[src/rtl/hazard_stall_unit_if.sv]
// Pipeline-side bundle for the hazard/stall unit: register IDs, stage write enables,
// memory/branch status in; bubble, pipeline enables, forwarding selects, status out.
interface hazard_stall_unit_if;
    logic [4:0]  id_rs;
    logic [4:0]  id_rt;
    logic        id_uses_rs;
    logic        id_uses_rt;
    logic [4:0]  ex_rd;
    logic [4:0]  mem_rd;
    logic [4:0]  wb_rd;
    logic        ex_rf_enable;
    logic        mem_rf_enable;
    logic        wb_rf_enable;
    logic        ex_load;
    logic        mem_wait;
    logic        branch_taken;
    logic        nop_signal;
    logic        pc_enable;
    logic        if_id_enable;
    logic        id_ex_enable;
    logic        if_id_flush;
    logic [1:0]  fwd_a;
    logic [1:0]  fwd_b;
    logic        mem_timeout;
    logic [15:0] stall_count;
    logic [15:0] bubble_count;

    modport master (
        output id_rs, id_rt, id_uses_rs, id_uses_rt,
        output ex_rd, mem_rd, wb_rd, ex_rf_enable, mem_rf_enable, wb_rf_enable,
        output ex_load, mem_wait, branch_taken,
        input  nop_signal, pc_enable, if_id_enable, id_ex_enable, if_id_flush,
        input  fwd_a, fwd_b, mem_timeout, stall_count, bubble_count
    );

    modport slave (
        input  id_rs, id_rt, id_uses_rs, id_uses_rt,
        input  ex_rd, mem_rd, wb_rd, ex_rf_enable, mem_rf_enable, wb_rf_enable,
        input  ex_load, mem_wait, branch_taken,
        output nop_signal, pc_enable, if_id_enable, id_ex_enable, if_id_flush,
        output fwd_a, fwd_b, mem_timeout, stall_count, bubble_count
    );
endinterface

[src/rtl/hazard_stall_unit.sv]
// Load-use / memory-wait stall control with EX>MEM>WB operand forwarding.
// Define HAZARD_PERF_EN to build the saturating stall/bubble performance counters.
module hazard_stall_unit #(
    parameter logic [7:0] MEM_TIMEOUT = 8'd255
) (
    input  logic               clk,
    input  logic               reset,
    hazard_stall_unit_if.slave bus
);
    typedef enum logic [1:0] {RUN, MEM_HOLD, TIMEOUT} state_t;

    state_t     state_q, state_d, eff_state;
    logic [7:0] wait_cnt_q, wait_cnt_d;
    logic       mem_timeout_q, mem_timeout_d;

    logic [4:0] src     [2];
    logic       uses    [2];
    logic       lu_hit  [2];
    logic [1:0] fwd_sel [2];
    logic       load_use;

    logic nop_c, pc_en_c, if_id_en_c, id_ex_en_c, flush_c;

    assign src[0]  = bus.id_rs;
    assign src[1]  = bus.id_rt;
    assign uses[0] = bus.id_uses_rs;
    assign uses[1] = bus.id_uses_rt;

    // A load in EX is never a forwarding source: its data only exists from MEM on.
    for (genvar gi = 0; gi < 2; gi++) begin : g_operand
        logic ex_hit, mem_hit, wb_hit;
        assign ex_hit  = bus.ex_rf_enable  & ~bus.ex_load & (bus.ex_rd  != 5'd0) & (bus.ex_rd  == src[gi]);
        assign mem_hit = bus.mem_rf_enable & (bus.mem_rd != 5'd0) & (bus.mem_rd == src[gi]);
        assign wb_hit  = bus.wb_rf_enable  & (bus.wb_rd  != 5'd0) & (bus.wb_rd  == src[gi]);
        assign fwd_sel[gi] = ex_hit  ? 2'b01 :
                             mem_hit ? 2'b10 :
                             wb_hit  ? 2'b11 : 2'b00;
        assign lu_hit[gi]  = uses[gi] & (src[gi] == bus.ex_rd);
    end

    assign load_use = bus.ex_load & bus.ex_rf_enable & (bus.ex_rd != 5'd0) & (lu_hit[0] | lu_hit[1]);

    // Reset forces the decode of outputs to RUN before the state flop is cleared.
    assign eff_state = reset ? RUN : state_q;

    always_comb begin
        state_d       = state_q;
        wait_cnt_d    = wait_cnt_q;
        mem_timeout_d = mem_timeout_q;
        nop_c         = 1'b0;
        pc_en_c       = 1'b0;
        if_id_en_c    = 1'b0;
        id_ex_en_c    = 1'b0;
        flush_c       = 1'b0;
        case (eff_state)
            RUN, MEM_HOLD: begin
                if (bus.mem_wait) begin
                    if (eff_state == RUN) begin
                        state_d    = MEM_HOLD;
                        wait_cnt_d = 8'd1;
                    end else if (wait_cnt_q == MEM_TIMEOUT) begin
                        state_d       = TIMEOUT;
                        mem_timeout_d = 1'b1;
                    end else begin
                        wait_cnt_d = wait_cnt_q + 8'd1;
                    end
                end else begin
                    state_d    = RUN;
                    wait_cnt_d = 8'd0;
                    id_ex_en_c = 1'b1;
                    if (load_use) begin
                        nop_c = 1'b1;
                    end else begin
                        pc_en_c    = 1'b1;
                        if_id_en_c = 1'b1;
                        flush_c    = bus.branch_taken;
                    end
                end
            end
            TIMEOUT: mem_timeout_d = 1'b1;
            default: state_d = RUN;
        endcase
    end

    always_ff @(posedge clk) begin
        if (reset) begin
            state_q       <= RUN;
            wait_cnt_q    <= 8'd0;
            mem_timeout_q <= 1'b0;
        end else begin
            state_q       <= state_d;
            wait_cnt_q    <= wait_cnt_d;
            mem_timeout_q <= mem_timeout_d;
        end
    end

    assign bus.nop_signal   = nop_c;
    assign bus.pc_enable    = pc_en_c;
    assign bus.if_id_enable = if_id_en_c;
    assign bus.id_ex_enable = id_ex_en_c;
    assign bus.if_id_flush  = flush_c;
    assign bus.fwd_a        = fwd_sel[0];
    assign bus.fwd_b        = fwd_sel[1];
    assign bus.mem_timeout  = mem_timeout_q;

`ifdef HAZARD_PERF_EN
    logic [15:0] stall_count_q, stall_count_d;
    logic [15:0] bubble_count_q, bubble_count_d;

    always_comb begin
        stall_count_d  = stall_count_q;
        bubble_count_d = bubble_count_q;
        if (!pc_en_c && stall_count_q != 16'hFFFF)
            stall_count_d = stall_count_q + 16'd1;
        if (nop_c && bubble_count_q != 16'hFFFF)
            bubble_count_d = bubble_count_q + 16'd1;
    end

    always_ff @(posedge clk) begin
        if (reset) begin
            stall_count_q  <= 16'h0000;
            bubble_count_q <= 16'h0000;
        end else begin
            stall_count_q  <= stall_count_d;
            bubble_count_q <= bubble_count_d;
        end
    end

    assign bus.stall_count  = stall_count_q;
    assign bus.bubble_count = bubble_count_q;
`else
    assign bus.stall_count  = 16'h0000;
    assign bus.bubble_count = 16'h0000;
`endif
endmodule

[src/flat_wrapper.sv]
// flat-port wrapper written by rule: the top's interface ports become plain ports
module hazard_stall_unit_flat 
#(
    parameter logic [7:0] MEM_TIMEOUT = 8'd255
)
  (clk, reset, bus_id_rs, bus_id_rt, bus_id_uses_rs, bus_id_uses_rt, bus_ex_rd, bus_mem_rd, bus_wb_rd, bus_ex_rf_enable, bus_mem_rf_enable, bus_wb_rf_enable, bus_ex_load, bus_mem_wait, bus_branch_taken, bus_nop_signal, bus_pc_enable, bus_if_id_enable, bus_id_ex_enable, bus_if_id_flush, bus_fwd_a, bus_fwd_b, bus_mem_timeout, bus_stall_count, bus_bubble_count);
  hazard_stall_unit_if bus_i ();
  input  logic clk;
  input  logic reset;
  input wire logic [$bits(bus_i.id_rs)-1:0] bus_id_rs;
  input wire logic [$bits(bus_i.id_rt)-1:0] bus_id_rt;
  input wire logic [$bits(bus_i.id_uses_rs)-1:0] bus_id_uses_rs;
  input wire logic [$bits(bus_i.id_uses_rt)-1:0] bus_id_uses_rt;
  input wire logic [$bits(bus_i.ex_rd)-1:0] bus_ex_rd;
  input wire logic [$bits(bus_i.mem_rd)-1:0] bus_mem_rd;
  input wire logic [$bits(bus_i.wb_rd)-1:0] bus_wb_rd;
  input wire logic [$bits(bus_i.ex_rf_enable)-1:0] bus_ex_rf_enable;
  input wire logic [$bits(bus_i.mem_rf_enable)-1:0] bus_mem_rf_enable;
  input wire logic [$bits(bus_i.wb_rf_enable)-1:0] bus_wb_rf_enable;
  input wire logic [$bits(bus_i.ex_load)-1:0] bus_ex_load;
  input wire logic [$bits(bus_i.mem_wait)-1:0] bus_mem_wait;
  input wire logic [$bits(bus_i.branch_taken)-1:0] bus_branch_taken;
  output wire logic [$bits(bus_i.nop_signal)-1:0] bus_nop_signal;
  output wire logic [$bits(bus_i.pc_enable)-1:0] bus_pc_enable;
  output wire logic [$bits(bus_i.if_id_enable)-1:0] bus_if_id_enable;
  output wire logic [$bits(bus_i.id_ex_enable)-1:0] bus_id_ex_enable;
  output wire logic [$bits(bus_i.if_id_flush)-1:0] bus_if_id_flush;
  output wire logic [$bits(bus_i.fwd_a)-1:0] bus_fwd_a;
  output wire logic [$bits(bus_i.fwd_b)-1:0] bus_fwd_b;
  output wire logic [$bits(bus_i.mem_timeout)-1:0] bus_mem_timeout;
  output wire logic [$bits(bus_i.stall_count)-1:0] bus_stall_count;
  output wire logic [$bits(bus_i.bubble_count)-1:0] bus_bubble_count;
  assign bus_i.id_rs = bus_id_rs;
  assign bus_i.id_rt = bus_id_rt;
  assign bus_i.id_uses_rs = bus_id_uses_rs;
  assign bus_i.id_uses_rt = bus_id_uses_rt;
  assign bus_i.ex_rd = bus_ex_rd;
  assign bus_i.mem_rd = bus_mem_rd;
  assign bus_i.wb_rd = bus_wb_rd;
  assign bus_i.ex_rf_enable = bus_ex_rf_enable;
  assign bus_i.mem_rf_enable = bus_mem_rf_enable;
  assign bus_i.wb_rf_enable = bus_wb_rf_enable;
  assign bus_i.ex_load = bus_ex_load;
  assign bus_i.mem_wait = bus_mem_wait;
  assign bus_i.branch_taken = bus_branch_taken;
  assign bus_nop_signal = bus_i.nop_signal;
  assign bus_pc_enable = bus_i.pc_enable;
  assign bus_if_id_enable = bus_i.if_id_enable;
  assign bus_id_ex_enable = bus_i.id_ex_enable;
  assign bus_if_id_flush = bus_i.if_id_flush;
  assign bus_fwd_a = bus_i.fwd_a;
  assign bus_fwd_b = bus_i.fwd_b;
  assign bus_mem_timeout = bus_i.mem_timeout;
  assign bus_stall_count = bus_i.stall_count;
  assign bus_bubble_count = bus_i.bubble_count;
  hazard_stall_unit #(.MEM_TIMEOUT(MEM_TIMEOUT)) u_core (.clk(clk), .reset(reset), .bus(bus_i));
endmodule
[config.mk]
export PLATFORM = sky130hd
export DESIGN_NAME = hazard_stall_unit_flat
export DESIGN_NICKNAME = d
export VERILOG_FILES = /design/src/rtl/hazard_stall_unit_if.sv /design/src/rtl/hazard_stall_unit.sv /design/src/flat_wrapper.sv
export SDC_FILE = /design/constraint.sdc
export NUM_CORES = 1
export LEC_CHECK = 0
export ABC_AREA = 1
export CAP_MARGIN = 20
export CORE_MARGIN = 2
export CORE_UTILIZATION = 25
export CTS_CLUSTER_SIZE = 10
export DETAILED_ROUTE_END_ITERATION = 8
export GPL_TIMING_DRIVEN = 0
export PLACE_DENSITY_LB_ADDON = 0.12
export SLEW_MARGIN = 10
export SYNTH_ARGS = -nofsm -noshare
export SYNTH_HDL_FRONTEND = slang
export SYNTH_SLANG_ARGS = --single-unit
export TNS_END_PERCENT = 20
[constraint.sdc]
create_clock -name clk -period 1.5 [get_ports clk]
set_input_delay 0.15 -clock clk [delete_from_list [all_inputs] [get_ports clk]]
set_output_delay 0.15 -clock clk [all_outputs]
set_load 0.02 [all_outputs]
# Word level (Yosys, flattened, before mapping)
# Cells that the tools add are included.
[totals]
reg_bits = 11
in_bits = 35
out_inout_bits = 42
word_cells = 76
[op_classes]
add_sub_neg = 1
n_eq_ne = 16
n_mux = 29
bitwise_logic = 18
reduce_logical = 9
[ops]
columns = ["cell", "n"]
rows = [
  ["$eq A5 B5 Y1", 8],
  ["$mux W8", 3],
  ["$mux W2", 10],
  ["$and A1 B1 Y1", 15],
  ["$reduce_bool A5 Y1", 3],
  ["$mux W1", 14],
  ["$add A8 B1 Y8 const B", 1],
  ["$eq A8 B8 Y1 const B", 1],
  ["$ne A2 B2 Y1 const B", 2],
  ["$ne A4 B2 Y1 const B", 1],
  ["$pmux W2 S2", 1],
  ["$reduce_and A2 Y1", 2],
  ["$reduce_and A4 Y1", 1],
  ["$ne A3 B2 Y1 const B", 1],
  ["$eq A2 B1 Y1 const B", 1],
  ["$eq A2 B2 Y1 const B", 1],
  ["$logic_not A2 Y1", 1],
  ["$ne A2 B1 Y1 const B", 1],
  ["$not A1 Y1", 2],
  ["$pmux W1 S2", 1],
  ["$reduce_bool A2 Y1", 1],
  ["$reduce_or A2 Y1", 1],
  ["$or A1 B1 Y1", 1],
]

# Depth between registers and ports, before layout
# Gate-level depths: netlist (run 1).
[logic_depth]
depth_word = 7
mapped_depth = 12
ltp_nobuf = 12

# Least setup slack after synthesis (run 1)
# Ideal clock, no wire load.
[synth_timing]
path_type = "register -> register"
startpoint = "register u_core.wait_cnt_q[0]"
endpoint = "register u_core.wait_cnt_q[2]"
setup_time_ns = 0.118
arrival_ns = 1.314
required_time_ns = 1.382
setup_slack_ns = 0.068
path_stages_with_launch = 12
path_buffers = 1
synth_period_minus_slack_ns = 1.432
cell_sequence = "dfxtp_1 > ha_1 > nand2_2 > inv_2 > nand2_2 > nor2_4 > nand3_2 > nand2_4 > nand2_4 > buf_6 > a21oi_1 > nor2_1"
[synth_via]
elab_chain_len = 4
elab_cells_between_ends = 7
cone_classes = "1 x add/sub; 2 x eq/ne; 3 x mux; 1 x reduce/logical"
[synth_rtl]
columns = ["element", "line_no", "source"]
rows = [
  ["start: declaration", "hazard_stall_unit.sv:13", "logic [7:0] wait_cnt_q, wait_cnt_d;"],
  ["start signal: assignment", "hazard_stall_unit.sv:92", "wait_cnt_q <= wait_cnt_d;"],
  ["$add A8 B1 Y8", "hazard_stall_unit.sv:65", "wait_cnt_d = wait_cnt_q + 8'd1;"],
  ["$mux W8", "hazard_stall_unit.sv:61", "end else if (wait_cnt_q == MEM_TIMEOUT) begin"],
  ["$mux W8", "hazard_stall_unit.sv:58", "if (eff_state == RUN) begin"],
  ["$mux W8", "hazard_stall_unit.sv:57", "if (bus.mem_wait) begin"],
]
# Parallel ways exist; a longest one is shown, timed or not. The select of a mux whose other input is x is not followed.
# A chain may end at the register's enable or synchronous reset.

# Worst setup path in the final report (run 1)
[layout_timing]
startpoint = "register u_core.wait_cnt_q[1]"
endpoint = "register u_core.wait_cnt_q[2]"
# The elaborated chain is that of the path after synthesis.

==> results of run 1 <==
-- routing by layer --
layer	wire (um)	part of all wire, %	global-route usage (%)	vias to the layer above
li1	-	-	-	800
met1	1680	47	14.3	603
met2	1650	46	18.7	44
met3	236	6.6	1.72	2
met4	15	0.42	2.63	0
met5	0	0	0	-
-- cell usage after synthesis, types with 4 or more instances --
| master | n |
|---|---|
| inv_2 | 4 |
| nor2_1 | 24 |
| buf_4 | 33 |
| xnor2_1 | 14 |
| nand3_1 | 11 |
| nor3_1 | 5 |
| dfxtp_1 | 11 |
| nand2_2 | 4 |
| nand4_1 | 5 |
| nand2_1 | 55 |
| xor2_1 | 10 |
| a21oi_1 | 4 |
| inv_1 | 27 |
-- path summary, 6_finish.rpt --
path                       endpoint  cells after the start  slack (ns)              startpoint
max reg2reg    u_core.wait_cnt_q[2]                     11       -0.02    u_core.wait_cnt_q[1]
max            u_core.wait_cnt_q[2]                     11       -0.02    u_core.wait_cnt_q[1]
min reg2reg  u_core.bus.mem_timeout                      2        0.48  u_core.bus.mem_timeout
min          u_core.bus.mem_timeout                      2        0.48  u_core.bus.mem_timeout
-- final cells by class --
cell class              count  share of cell area [%]
flip-flops and latches     11                    10.6
multi-input cells         181                    46.3
repair buffers             51                    19.0
plain buffers              34                    12.2
well taps                  72                    4.20
inverters                  31                    5.54
clock buffers               4                    2.10
-- kinds of logic after synthesis --
kind of cell | count (synthesis) | share of synthesized area, %
adders and majority gates | 1 | 0.899
DFF | 11 | 15.8
and+or+nand+nor | 112 | 36.2
xor gates and xnor gates | 24 | 15.1
AOI/OAI and AO/OA | 12 | 4.77
buffers and inverters | 65 | 27.0
other | 1 | 0.270
-- where the power goes --
part	internal (W)	switching, W
registers	0.000294	0.00000336
logic	0.000190	0.000228
clock network	0.000187	0.000114
total	0.000671	0.000346
-- registers in the layout, summed over array words and instances (netlist names) --
register	cells
u_core.bus.mem_timeout	1
u_core.wait_cnt_q	8
u_core.state_q	2
-- metrics by stage --
stage	total power [W]	instances	TNS, ns	cell area (um2)
detailed placement	0.000737	373	-7.07	2040
global route	0.00109	384	-0.539	2150
global placement	0.000737	373	-7.03	2040
floorplan	0.000574	257	0	1510
CTS	0.00102	377	-0.130	2060
finish	0.00102	384	-0.0158	2150
-- critical path, stage by stage (launching register included) --
cell,delay [ns]
dfxtp_4,0.37
ha_4,0.16
nand2_4,0.07
inv_4,0.06
nand2_4,0.06
nor2_4,0.11
nand3_2,0.09
nand2_4,0.11
nand2_4,0.08
buf_8,0.14
a21oi_2,0.10
nor2_1,0.05
-- repair_timing --
item / 4_1_cts / 5_1_grt
pin swaps: 1 / 10
cloned: 0 / 1
setup endpoints to repair: 14 / 18
resized for setup: 79 / 37
buffers inserted: 0 / 6
==> impl_table.tex, run 1 <==
\begin{tabular}{lr}
\hline
Metric & Value \\
\hline
\multicolumn{2}{l}{\textbf{Outcome}} \\
\quad Result of the run & finished, violations left \\
\quad Violated checks & negative setup slack \\
\multicolumn{2}{l}{\textbf{Synth}} \\
\quad Most used flip-flop cell after synthesis & dfxtp\_1 \\
\quad Average footprint of a synthesized cell & just over 6 um2 \\
\quad Fraction of registers with async set or reset after synthesis & 0\% \\
\quad Share of synthesized area occupied by flip-flops and latches & 15.8\% \\
\quad Proportion of netlist area held by the largest area contributor & 17.8\% \\
\quad Cell taking the most area after synthesis & buf\_4 \\
\quad Synth Register Bits & 11 \\
\quad Synthesized area & 0.00139 mm2 \\
\quad Cell count after synthesis & 226 \\
\quad Cell types with the largest area share after synthesis & buf\_4 18\%, dfxtp\_1 16\%, nand2\_1 15\%, xnor2\_1 8.8\%, inv\_1 7.3\% \\
\quad Post-synth cell types & 26 \\
\quad Number of synthesis warnings & 0 \\
\quad Number of enable flip-flop cells after synthesis & 0 \\
\multicolumn{2}{l}{\textbf{Clocking}} \\
\quad Clock insertion delay at the later pin of the skew report & around 0.24 ns \\
\quad Number of buffers between clock root and the deepest sink & 2 \\
\quad Clock net sink count & 11 \\
\quad Clock slew seen by the registers of the worst setup and hold paths & roughly 0.05 ns \\
\quad Number of buffers created by CTS & 3 \\
\quad CTS tree & done \\
\quad Number of H-tree levels & 1 \\
\quad Number of buffers added to fix hold violations after cts & 0 \\
\quad Clock root buffer & clkbuf\_8 \\
\multicolumn{2}{l}{\textbf{Die}} \\
\quad Die extent in x & 78.6 um \\
\quad Core region area & 0.00544 mm2 \\
\quad IO Pins & 77 \\
\quad Number of cell rows & 27 \\
\quad Initial Util & 25.6\% \\
\quad Height of the die & 78.6 um \\
\quad Floorplan die area & 0.00618 mm2 \\
\multicolumn{2}{l}{\textbf{Worst hold path}} \\
\quad Worst min path class & flop to flop \\
\multicolumn{2}{l}{\textbf{Timing}} \\
\quad Final Skew & between 0.004 and 0.005 ns \\
\quad Hold Slack & 0.477 ns \\
\quad Count of final setup violators & 1 \\
\quad Maximum clock frequency & 660 MHz \\
\quad Fin worst setup slack & -0.0158 ns \\
\quad Share of the clock period used by the worst path & 101\% \\
\quad Fin. max-slew vios & 0 \\
\quad Time the worst path needs with I/O delays and setup & 1.52 ns \\
\quad Hold violation total from the final report & 0 \\
\quad RSZ-0062 raised after global routing & true \\
\multicolumn{2}{l}{\textbf{Routing}} \\
\quad Average wire length per cell after detail routing & 9.33 um \\
\quad Wirelength, routed & 3580 um \\
\quad Antenna viol nets, final & 0 \\
\quad Number of DRC violations after detailed routing & 0 \\
\quad First-iteration detailed-routing DRC count & 20 \\
\quad Post-DR vias/cell & 3.77 \\
\quad First-pass DRT Iterations & 4 \\
\quad Via Count & 1449 \\
\multicolumn{2}{l}{\textbf{Place}} \\
\quad Post-place setup slack & -0.804 ns \\
\quad Placer's final routability congestion estimate & 0.788 \\
\quad Port bufs & 44 \\
\quad Post-detailed-placement half-perimeter wirelength & 2930 um \\
\multicolumn{2}{l}{\textbf{Finish}} \\
\quad Fill count & 598 \\
\quad Area added between synthesis and finish & 54.2\% \\
\quad Top library cells by usage in the layout, fill and taps aside & 51 x nand2\_1, 43 x buf\_4, 32 x conb\_1 \\
\quad Leading cell type in the layout, fill and taps excluded & nand2\_1 \\
\quad Antenna fix cells & 0 \\
\quad Layout cells sized above 1 & between 30\% and 40\% \\
\quad Post-layout net count & $\sim$350 \\
\quad Share of the core filled with cells in the final layout & 39.5\% \\
\quad Sequential cell area & approximately 230 um2 \\
\quad Area of the multi-input gates & 993 um2 \\
\multicolumn{2}{l}{\textbf{Power and ir drop}} \\
\quad Leak & about 1.2 nW \\
\quad Maximum vdd ir drop & 0.466 mV \\
\quad Pwr dens & 474 mW/mm2 \\
\multicolumn{2}{l}{\textbf{Setup path}} \\
\quad Critical Path Sink Type & flop \\
\quad Peak fanout along the critical path & 5 \\
\quad Critical Setup Path Class & flop to flop \\
\quad Critical path data arrival time & 1.64 ns \\
\quad Required time worst endpoint & 1.63 ns \\
\quad Sort of element at the start of the critical path & flop \\
\multicolumn{2}{l}{\textbf{Global routing}} \\
\quad Vias in the first global route & 1239 \\
\quad Leftover overflow at the end of global routing & 0 \\
\quad GRT Resource Usage Total & 11.0\% \\
\quad Antenna violations before repair & 0 \\
\quad Largest net degree at the start of global routing & 11 \\
\quad Wire length of the first global-routing pass & 5490 um \\
\multicolumn{2}{l}{\textbf{Job}} \\
\quad Max-Cap Viols & 0 \\
\hline
\end{tabular}
(Power assumes the default switching activity.)
==> inputs of run 2 (changes only) <==
- HOLD_SLACK_MARGIN: default -> 0.12
==> results of run 2 <==
Final layout, timing and power as in run 1 (identical DEF).
==> edit: new RTL, settings of run 1 <==
The option `HAZARD_PERF_EN` is turned on by a define.
--- a/src/rtl/hazard_stall_unit.sv
+++ b/src/rtl/hazard_stall_unit.sv
@@ -1,4 +1,6 @@
 // Load-use / memory-wait stall control with EX>MEM>WB operand forwarding.
 // Define HAZARD_PERF_EN to build the saturating stall/bubble performance counters.
+`define HAZARD_PERF_EN
+
 module hazard_stall_unit #(
     parameter logic [7:0] MEM_TIMEOUT = 8'd255
Check against the original RTL: not equivalent (a bounded check fails within 4 cycles, from zero or initial values and one cycle with reset high).
==> edit against run 1 <==
The flow still finishes with violations (setup timing). Sequential cell count rose by 32. Setup slack worse by 0.081 ns. Power increased to 2.9 times the old value. Wire length grew to 2.6 times the old value. Sequential share of layout area increased by 8.8 points. Clock skew is 0.0027 ns higher. Cell area up 120%. Synthesized area up 110%.
==> edit: results (changes against run 1) <==
| Metric | Value |
|---|---|
| Status | `finished, violations left (unchanged)` |
| Fraction of layout cells with a size suffix above 1 | `36.96% (was 31.09%)` |
| Register area share after synthesis | `29.25% (was 15.83%)` |
| HP Class | `in2reg (was reg2reg)` |
| HP Start | `reset (was u_core.bus.mem_timeout$_SDFFE_PP0P_)` |
| Largest net degree at the start of global routing | `15 (was 11)` |
| Initial drt markers | `164 (was 20)` |
| Num CTS Buffers | `5 (was 3)` |
| Setup TNS | `-1.463 ns (was -0.01582 ns)` |
| Leak | `1.940 nW (was 1.217 nW)` |
| DRT Wirelength | `9136 um (was 3582 um)` |
| Pre-CTS setup slack | `-1.133 ns (was -0.8038 ns)` |
| Tot GR Track Use | `14.08% (was 10.95%)` |
| Reg-to-reg critical path startpoint | `u_core.bus.bubble_count[1]$_SDFFE_PP0P_ (was u_core.wait_cnt_q[1]$_SDFFE_PP0P_)` |
| DR vias/cell | `4.505 (was 3.773)` |
| Met3 Use GR | `2.484% (was 1.724%)` |
| GR Layer Usage met2 | `24.02% (was 18.72%)` |
| Top post-synthesis cells by count | `nand2_1 (92), nor2_1 (55), inv_1 (46) (was nand2_1 (55), buf_4 (33), inv_1 (27))` |
| Worst-path clk slew | `0.07 ns (was 0.05 ns)` |
| Leading post-synthesis cells by cell area | `dfxtp_1 (29%), nand2_1 (12%), nand3_1 (7.1%) (was buf_4 (18%), dfxtp_1 (16%), nand2_1 (15%))` |
| Met3 WL post-DR | `290 um (was 236 um)` |
| Root Buffer | `clkbuf_16 (was clkbuf_8)` |
| Failing checks | `setup timing (unchanged)` |
| Yosys cell types | `34 (was 26)` |
| Grt met1 use | `18.92% (was 14.35%)` |
| Setup violators final | `34 (was 1)` |
| Final Worst Setup Slack | `-0.09662 ns (was -0.01582 ns)` |
| Hold EP | `u_core.bus.stall_count[2]$_SDFFE_PP0P_ (was u_core.bus.mem_timeout$_SDFFE_PP0P_)` |
| Met2 wire len | `4483 um (was 1651 um)` |
==> edit: cell count changes after synthesis, sizes merged, moves of 25 or more <==
cell	change
a21oi	+28
buf	-25
dfxtp	+32
nand2	+38
nand3	+36
nor2	+37
==> edit: stage by stage <==
step	utilization [%]	power [W]	instances	hold WS [ns]
finish	40.84	0.002907	703	0.1857
global route	40.84	0.003053	703	0.1997
detailed placement	34.46	0.001656	657	0.4650
global placement	34.46	0.001651	657	0.4616
CTS	39.24	0.002944	694	0.1838
floorplan	-	0.001435	439	0.2990
==> edit: power by group <==
part	internal [W]	total [W]	switching, W
clock network	0.000720	0.00118	0.000461
logic	0.000270	0.000562	0.000292
registers	0.00115	0.00116	0.0000189
==> edit: cell type report <==
| class | instances | area [sq um] |
|---|---|---|
| fill | 1200 | 6784 |
| multi-input combinational | 331 | 2145 |
| timing repair buffer | 113 | 977.2 |
| sequential | 43 | 910.9 |
| inverter | 55 | 207.7 |
| tap | 143 | 178.9 |
| clock buffer | 7 | 153.9 |
| buffer | 10 | 102.6 |
| clock inverter | 1 | 7.507 |
==> edit: timing repair <==
| action | in CTS | in global routing |
|---|---|---|
| hold endpoints to repair | 0 | 0 |
| pin swaps | 39 | 9 |
| gates resized for setup | 234 | 34 |
| setup buffers | 29 | 9 |
| endpoints found under the setup margin | 65 | 57 |
==> edit: cell families after synthesis <==
logic type | count (synthesis) | share of synthesized area (%)
compound gates | 48 | 8.673
simple gates | 243 | 40.01
xor+xnor | 37 | 11.01
buf+inv | 65 | 9.779
flops | 43 | 29.25
fa+ha+maj | 3 | 1.276
